[config.mk]
export PLATFORM = sky130hd
export DESIGN_NAME = note_sequencer_flat
export DESIGN_NICKNAME = d
export VERILOG_FILES = /design/src/rtl/note_sequencer_pkg.sv /design/src/rtl/note_sequencer_if.sv /design/src/rtl/note_prefetch.sv /design/src/rtl/note_sequencer.sv /design/src/flat_wrapper.sv
export SDC_FILE = /design/constraint.sdc
export NUM_CORES = 1
export LEC_CHECK = 0
export CAP_MARGIN = 10
export CORE_MARGIN = 4
export CORE_UTILIZATION = 49
export CTS_BUF_LIST = sky130_fd_sc_hd__clkbuf_8
export DETAILED_ROUTE_END_ITERATION = 8
export PLACE_DENSITY = 0.78
export SYNTH_ARGS = -nofsm -noshare
export SYNTH_HDL_FRONTEND = slang
export SYNTH_HIERARCHICAL = 1
export SYNTH_SLANG_ARGS = --single-unit
[constraint.sdc]
create_clock -name clk -period 2.07 [get_ports clk]
set_input_delay 0.621 -clock clk [delete_from_list [all_inputs] [get_ports clk]]
set_output_delay 0.621 -clock clk [all_outputs]
set_load 0.005 [all_outputs]
[src/rtl/note_sequencer_pkg.sv]
// Shared sound definitions: duration codes, note word layout and sequencer states.
package note_sequencer_pkg;

    localparam logic [2:0] DUR_END       = 3'd0;
    localparam logic [2:0] DUR_QUARTER   = 3'd1;
    localparam logic [2:0] DUR_EIGHTH    = 3'd2;
    localparam logic [2:0] DUR_THIRD     = 3'd3;
    localparam logic [2:0] DUR_SIXTEENTH = 3'd4;
    localparam logic [2:0] DUR_SIXTH     = 3'd5;

    localparam int PITCH_MSB = 7;
    localparam int PITCH_LSB = 3;
    localparam int DUR_MSB   = 2;
    localparam int DUR_LSB   = 0;

    typedef enum logic [1:0] {
        ST_IDLE  = 2'd0,
        ST_PRIME = 2'd1,
        ST_PLAY  = 2'd2,
        ST_DONE  = 2'd3
    } seq_state_e;

    // Codes 6 and 7 are reserved and never presented to the duration FSM.
    function automatic logic is_playable(input logic [2:0] code);
        return (code != DUR_END) && (code <= DUR_SIXTH);
    endfunction

endpackage

[src/rtl/note_sequencer_if.sv]
// Song ROM read port plus the note hand-off to the duration state machine.
interface note_sequencer_if #(parameter int ADDR_W = 6);
    logic [ADDR_W-1:0] rom_addr;
    logic [7:0]        rom_data;
    logic [4:0]        pitch;
    logic [2:0]        duration;
    logic              next_note;

    modport master (output rom_addr, pitch, duration, input rom_data, next_note);
    modport slave  (input rom_addr, pitch, duration, output rom_data, next_note);
endinterface

[src/rtl/note_prefetch.sv]
// Single-entry note holding slot; load wins over drain, flush wins over both.
module note_prefetch
    import note_sequencer_pkg::*;
(
    input  logic       clk,
    input  logic       clr_n,
    input  logic       load_i,
    input  logic       drain_i,
    input  logic       flush_i,
    input  logic [7:0] data_i,
    output logic       vld_o,
    output logic [7:0] data_o
);

    logic       vld_q, vld_d;
    logic [7:0] data_q, data_d;

    always_comb begin
        vld_d  = vld_q;
        data_d = data_q;
        if (flush_i) begin
            vld_d = 1'b0;
        end else if (load_i) begin
            vld_d  = 1'b1;
            data_d = data_i;
        end else if (drain_i) begin
            vld_d = 1'b0;
        end
    end

    always_ff @(posedge clk or negedge clr_n) begin
        if (!clr_n) begin
            vld_q  <= 1'b0;
            data_q <= '0;
        end else begin
            vld_q  <= vld_d;
            data_q <= data_d;
        end
    end

    assign vld_o  = vld_q;
    assign data_o = data_q;

endmodule

[src/rtl/note_sequencer.sv]
// Song playback front end: walks the song ROM, decodes note words and feeds the
// duration FSM with a one-word prefetch so the next duration is ready on request.
module note_sequencer
    import note_sequencer_pkg::*;
#(
    parameter int ADDR_W = 6
) (
    input  logic              clk,
    input  logic              clr_n,
    input  logic              start,
    input  logic              stop,
    input  logic              loop,
    output logic              playing,
    output logic              song_done,
    note_sequencer_if.master  bus
);

    seq_state_e        state_q;
    logic [ADDR_W-1:0] rom_addr_q;
    logic [4:0]        pitch_q;
    logic [2:0]        dur_q;
    logic              rd1_q, rd2_q, eos_q, wrap_q;
    logic              playing_q, song_done_q;

    logic       pf_vld;
    logic [7:0] pf_data;

    logic       active, nn_eff, cap, cap_play, cap_end, out_free;
    logic       cap_direct, pf_load, pf_drain, pf_flush;
    logic       slot_free_nx, eos_d, wrap_req, issue, go_done;
    logic [2:0] cap_code;
    logic [4:0] cap_pitch;

    // A read takes two edges: the ROM latches the address, then the word is captured.
    always_comb begin
        active       = (state_q == ST_PRIME) || (state_q == ST_PLAY);
        nn_eff       = bus.next_note && (state_q == ST_PLAY);
        cap          = rd2_q && active;
        cap_code     = bus.rom_data[DUR_MSB:DUR_LSB];
        cap_pitch    = bus.rom_data[PITCH_MSB:PITCH_LSB];
        cap_play     = cap && is_playable(cap_code);
        cap_end      = cap && (cap_code == DUR_END);
        out_free     = (dur_q == DUR_END) || (nn_eff && !pf_vld);
        cap_direct   = cap_play && out_free;
        pf_load      = cap_play && !out_free;
        pf_drain     = nn_eff && pf_vld;
        go_done      = nn_eff && !pf_vld && eos_q;
        pf_flush     = stop || go_done;
        slot_free_nx = (!pf_vld || pf_drain) && !pf_load;
        eos_d        = eos_q || (cap_end && !loop);
        wrap_req     = wrap_q || (cap_end && loop);
        issue        = active && slot_free_nx && !rd1_q && !eos_d;
    end

    note_prefetch u_prefetch (
        .clk     (clk),
        .clr_n   (clr_n),
        .load_i  (pf_load),
        .drain_i (pf_drain),
        .flush_i (pf_flush),
        .data_i  (bus.rom_data),
        .vld_o   (pf_vld),
        .data_o  (pf_data)
    );

    always_ff @(posedge clk or negedge clr_n) begin
        if (!clr_n) begin
            state_q     <= ST_IDLE;
            rom_addr_q  <= '0;
            pitch_q     <= '0;
            dur_q       <= DUR_END;
            rd1_q       <= 1'b0;
            rd2_q       <= 1'b0;
            eos_q       <= 1'b0;
            wrap_q      <= 1'b0;
            playing_q   <= 1'b0;
            song_done_q <= 1'b0;
        end else begin
            song_done_q <= 1'b0;
            if (stop) begin
                state_q    <= ST_IDLE;
                rom_addr_q <= '0;
                pitch_q    <= '0;
                dur_q      <= DUR_END;
                rd1_q      <= 1'b0;
                rd2_q      <= 1'b0;
                eos_q      <= 1'b0;
                wrap_q     <= 1'b0;
                playing_q  <= 1'b0;
            end else begin
                case (state_q)
                    ST_IDLE, ST_DONE: begin
                        if (start) begin
                            state_q    <= ST_PRIME;
                            rom_addr_q <= '0;
                            rd1_q      <= 1'b1;
                            rd2_q      <= 1'b0;
                            playing_q  <= 1'b1;
                        end
                    end
                    ST_PRIME, ST_PLAY: begin
                        if (go_done) begin
                            state_q     <= ST_DONE;
                            pitch_q     <= '0;
                            dur_q       <= DUR_END;
                            rd1_q       <= 1'b0;
                            rd2_q       <= 1'b0;
                            eos_q       <= 1'b0;
                            wrap_q      <= 1'b0;
                            playing_q   <= 1'b0;
                            song_done_q <= 1'b1;
                        end else begin
                            rd2_q  <= rd1_q;
                            rd1_q  <= issue;
                            eos_q  <= eos_d;
                            wrap_q <= wrap_req && !issue;
                            if (issue)
                                rom_addr_q <= wrap_req ? '0 : rom_addr_q + 1'b1;
                            // Underrun leaves pitch untouched and only parks duration.
                            if (cap_direct) begin
                                pitch_q <= cap_pitch;
                                dur_q   <= cap_code;
                                state_q <= ST_PLAY;
                            end else if (pf_drain) begin
                                pitch_q <= pf_data[PITCH_MSB:PITCH_LSB];
                                dur_q   <= pf_data[DUR_MSB:DUR_LSB];
                            end else if (nn_eff) begin
                                dur_q <= DUR_END;
                            end
                        end
                    end
                endcase
            end
        end
    end

    assign bus.rom_addr = rom_addr_q;
    assign bus.pitch    = pitch_q;
    assign bus.duration = dur_q;
    assign playing      = playing_q;
    assign song_done    = song_done_q;

endmodule
[src/flat_wrapper.sv]
// flat-port wrapper written by rule: the top's interface ports become plain ports
module note_sequencer_flat import note_sequencer_pkg::*;
#(
    parameter int ADDR_W = 6
)
  (clk, clr_n, start, stop, loop, playing, song_done, bus_rom_addr, bus_pitch, bus_duration, bus_rom_data, bus_next_note);
  note_sequencer_if #(.ADDR_W(ADDR_W)) bus_i ();
  input  logic clk;
  input  logic clr_n;
  input  logic start;
  input  logic stop;
  input  logic loop;
  output logic playing;
  output logic song_done;
  output wire logic [$bits(bus_i.rom_addr)-1:0] bus_rom_addr;
  output wire logic [$bits(bus_i.pitch)-1:0] bus_pitch;
  output wire logic [$bits(bus_i.duration)-1:0] bus_duration;
  input wire logic [$bits(bus_i.rom_data)-1:0] bus_rom_data;
  input wire logic [$bits(bus_i.next_note)-1:0] bus_next_note;
  assign bus_rom_addr = bus_i.rom_addr;
  assign bus_pitch = bus_i.pitch;
  assign bus_duration = bus_i.duration;
  assign bus_i.rom_data = bus_rom_data;
  assign bus_i.next_note = bus_next_note;
  note_sequencer #(.ADDR_W(ADDR_W)) u_core (.clk(clk), .clr_n(clr_n), .start(start), .stop(stop), .loop(loop), .playing(playing), .song_done(song_done), .bus(bus_i));
endmodule
==> results by group <==
GRT
  • Total track usage: 0.2143
  • Pin count of the biggest net entering global routing: 32
  • Antenna violations before repair: 0
  • Gr ovfl total: 0
  • Global-route wire length before repair: slightly above 7 mm
  • Number of global-route vias before repair: 1511

Worst hold path
  • Hold Path Class: reg2reg
  • Hold path cells: 1

Clocking
  • Clk sinks: 31
  • Clk slew on worst S/H paths: 60 ps
  • Htree depth: 2
  • CTS max path bufs: 2
  • TritonCTS clock tree: built
  • # hold bufs at CTS: 0
  • Root Driver: clkbuf_8
  • CTS Buf Count: 5
  • Clk Latency, worst-skew pair: 290 ps

Yosys
  • Mean area per synthesized cell: 11.18 um2
  • Synth Flop Type: dfrtp_1
  • Syn Nets: between 150 and 200
  • Register area share after synthesis: 0.4566
  • EDFF count, synth: 0
  • Netlist cell types: 41
  • Post-Syn Area: ~1700 um2
  • Mapped Cells: around 150
  • Synth warn: 6
  • Post-synthesis async set-or-reset flop share: 1.000
  • #FFs+latches synth: 31

Finish
  • # nets final: 228
  • Final non-filler cell total: about 260
  • Fillcell total: around 270
  • Antenna fix cells: 0
  • P&R area growth vs syn: 39.32%
  • Fraction of layout cells with a size suffix above 1: 0.3128

Timing
  • Worst clock skew: between 2 and 3 ps
  • Setup_tns: 0 ps
  • Endpoints failing setup: 0
  • Worst-margin pin slew: approximately 550 ps
  • Slew headroom: 0.6326
  • Final Max Tran Viols: 0
  • Fin. Hold Viols: 0
  • Setup slack after layout: 90.35 ps
  • Tmin final: 1980 ps
  • Period Utilization, post-route: 0.9564
  • Fmax: between 0.5 and 0.6 GHz

Floorplanning
  • Core footprint: 3337 um2
  • # IOs: 30
  • Initial Util: 0.5092
  • Die height: 66.89 um
  • Site row count: 21
  • Die ar.: 4474 um2
  • Die Wd: 66.89 um

Flow run
  • Max-Cap Viols: 0

Placed design
  • HPWL after DPL: around 2.9 mm
  • Port Buffers: 29
  • Dpl cells: 245
  • Routability Congestion: around 0.85
  • Post-Place Worst Slack: -379.4 ps

Route
  • Met1 Routed Length: 1.861 mm
  • Vias/cell: 5.518
  • Top Layer Used: met4
  • Post-route ant nets: 0
  • Met3 wire len: 169 um
  • Wire per inst: 16.37 um
  • Routed WL: roughly 4.2 mm
  • 1st-pass router iterations: 4
  • DR DRC count: 0
  • Via count: 1418
  • Initial DRC count: 78
  • Routed met2 length: 2.101 mm

Setup path
  • WS Path Type: reg2reg
  • Element type at the critical path end: flip-flop
  • Worst EP required: 2240 ps
  • CP max FO: 7
  • Reg2reg path depth: 8
  • CP arrival: 2150 ps
  • Crit path launch type: flip-flop

Pwr
  • Peak VDD IR: 0.0003501 V
  • Leakage power: 1.154 nW
  • Overall power: 1.227 mW
  • Power Density: 518.5 nW/um2

Run status
  • Status: finished, final reports clean
## cells in the final DEF (no fill, tap or decap), drive strengths merged, types with 6 or more instances in the layout
cell / n
a21oi: 11
and3: 11
buf: 29
clkdlybuf4s50: 25
dfrtp: 31
inv: 7
mux2: 11
nand2: 11
nand3: 7
nor2: 7
nor3: 6
## report_power, final
group	internal (mW)	switching, mW	leakage (nW)	total [mW]
Combinational	0.0824	0.0924	0.684	0.175
Sequential	0.615	0.00824	0.429	0.624
Clock	0.218	0.211	0.0413	0.429
## flip-flops by register name, indices dropped and copies added, names as in the netlist
name	cells
u_core/u_prefetch/vld_o	1
u_core/bus.pitch	5
u_core/bus.duration	3
u_core/playing	1
u_core/rd2_q	1
u_core/song_done	1
u_core/bus.rom_addr	6
u_core/rd1_q	1
u_core/u_prefetch/data_o	8
u_core/state_q	2
u_core/wrap_q	1
u_core/eos_q	1
## repair_timing
item,4_1_cts,5_1_grt
resized for setup,13,4
pin swaps,6,5
endpoints found under the setup margin,19,11
setup buffers,0,6
## worst paths after layout
kind / startpoint / end / slack (ps)
max: u_core/state_q[0]$_DFFE_PN0P_ / u_core/bus.rom_addr[3]$_DFFE_PN0P_ / 90
min: u_core/bus.pitch[4]$_DFFE_PN0P_ / u_core/bus.pitch[4]$_DFFE_PN0P_ / 490
max reg2reg: u_core/state_q[0]$_DFFE_PN0P_ / u_core/bus.rom_addr[3]$_DFFE_PN0P_ / 90
min reg2reg: u_core/bus.pitch[4]$_DFFE_PN0P_ / u_core/bus.pitch[4]$_DFFE_PN0P_ / 490
max in group asynchronous: clr_n / u_core/rd2_q$_DFFE_PN0P_ / 1050
min in group asynchronous: clr_n / u_core/u_prefetch/data_o[1]$_DFFE_PN0P_ / 720
## Yosys cell counts (2+ instances only)
library cell	number	area [um2]
and3_1	10	62.56
a21oi_1	11	55.05
mux2_4	11	165.2
o21ai_0	3	15.01
inv_1	6	22.52
dfrtp_1	31	775.7
nand3b_1	3	22.52
nand2_1	11	41.29
xor2_1	2	17.52
buf_6	2	22.52
nand2b_1	2	12.51
nor3_1	6	30.03
or2_4	2	17.52
a31oi_1	4	25.02
nor2_1	7	26.28
nand3_1	7	35.03
a32o_1	4	40.04
a21o_1	2	15.01
ha_1	2	25.02
a211o_1	5	43.79
## through the flow
stage	utilization	hold slack [ps]	area (um2)
floorplan	-	325.4	1699
global placement	0.6554	472.1	2187
detailed placement	0.6554	475.6	2187
CTS	0.6914	488.5	2307
global route	0.7094	509.1	2367
finish	0.7094	486.3	2367
## area by class of cell
class,instances,area (um2),share of cell area
clock buffer,5,68.82,0.02907
clock inverter,1,3.754,0.001586
timing repair buffer,58,520.5,0.2199
sequential,31,775.7,0.3277
tap,46,57.56,0.02431
inverter,6,22.52,0.009514
multi-input combinational,110,918.4,0.3879
## per-layer routing
metal,track usage,vias to the layer above
met5,0,-
met1,0.2558,700
met4,0.09114,0
met2,0.3540,27
li1,-,682
met3,0.06577,9
## logic make-up (layout without fill, tap and decap cells)
group / Yosys count / after routing / share of synthesized area
buffers and inverters: 11 / 70 / 0.03976
multiplexers: 11 / 11 / 0.09720
adder cells (fa/ha/maj): 2 / 2 / 0.01473
AND/OR/NAND/NOR: 57 / 57 / 0.2003
AO/OA/AOI/OAI: 37 / 37 / 0.1760
flip-flops: 31 / 31 / 0.4566
XOR/XNOR: 3 / 3 / 0.01547
## critical path, cell delays in order (launching register included)
cell and delay [ps]:
dfrtp_1 380, inv_2 60, ha_4 170, and3b_4 180, or2_4 240, buf_4 140, o211ai_4 310, nand3b_1 120
a32o_1 270
No activity file was read; power rests on OpenSTA's default activity.
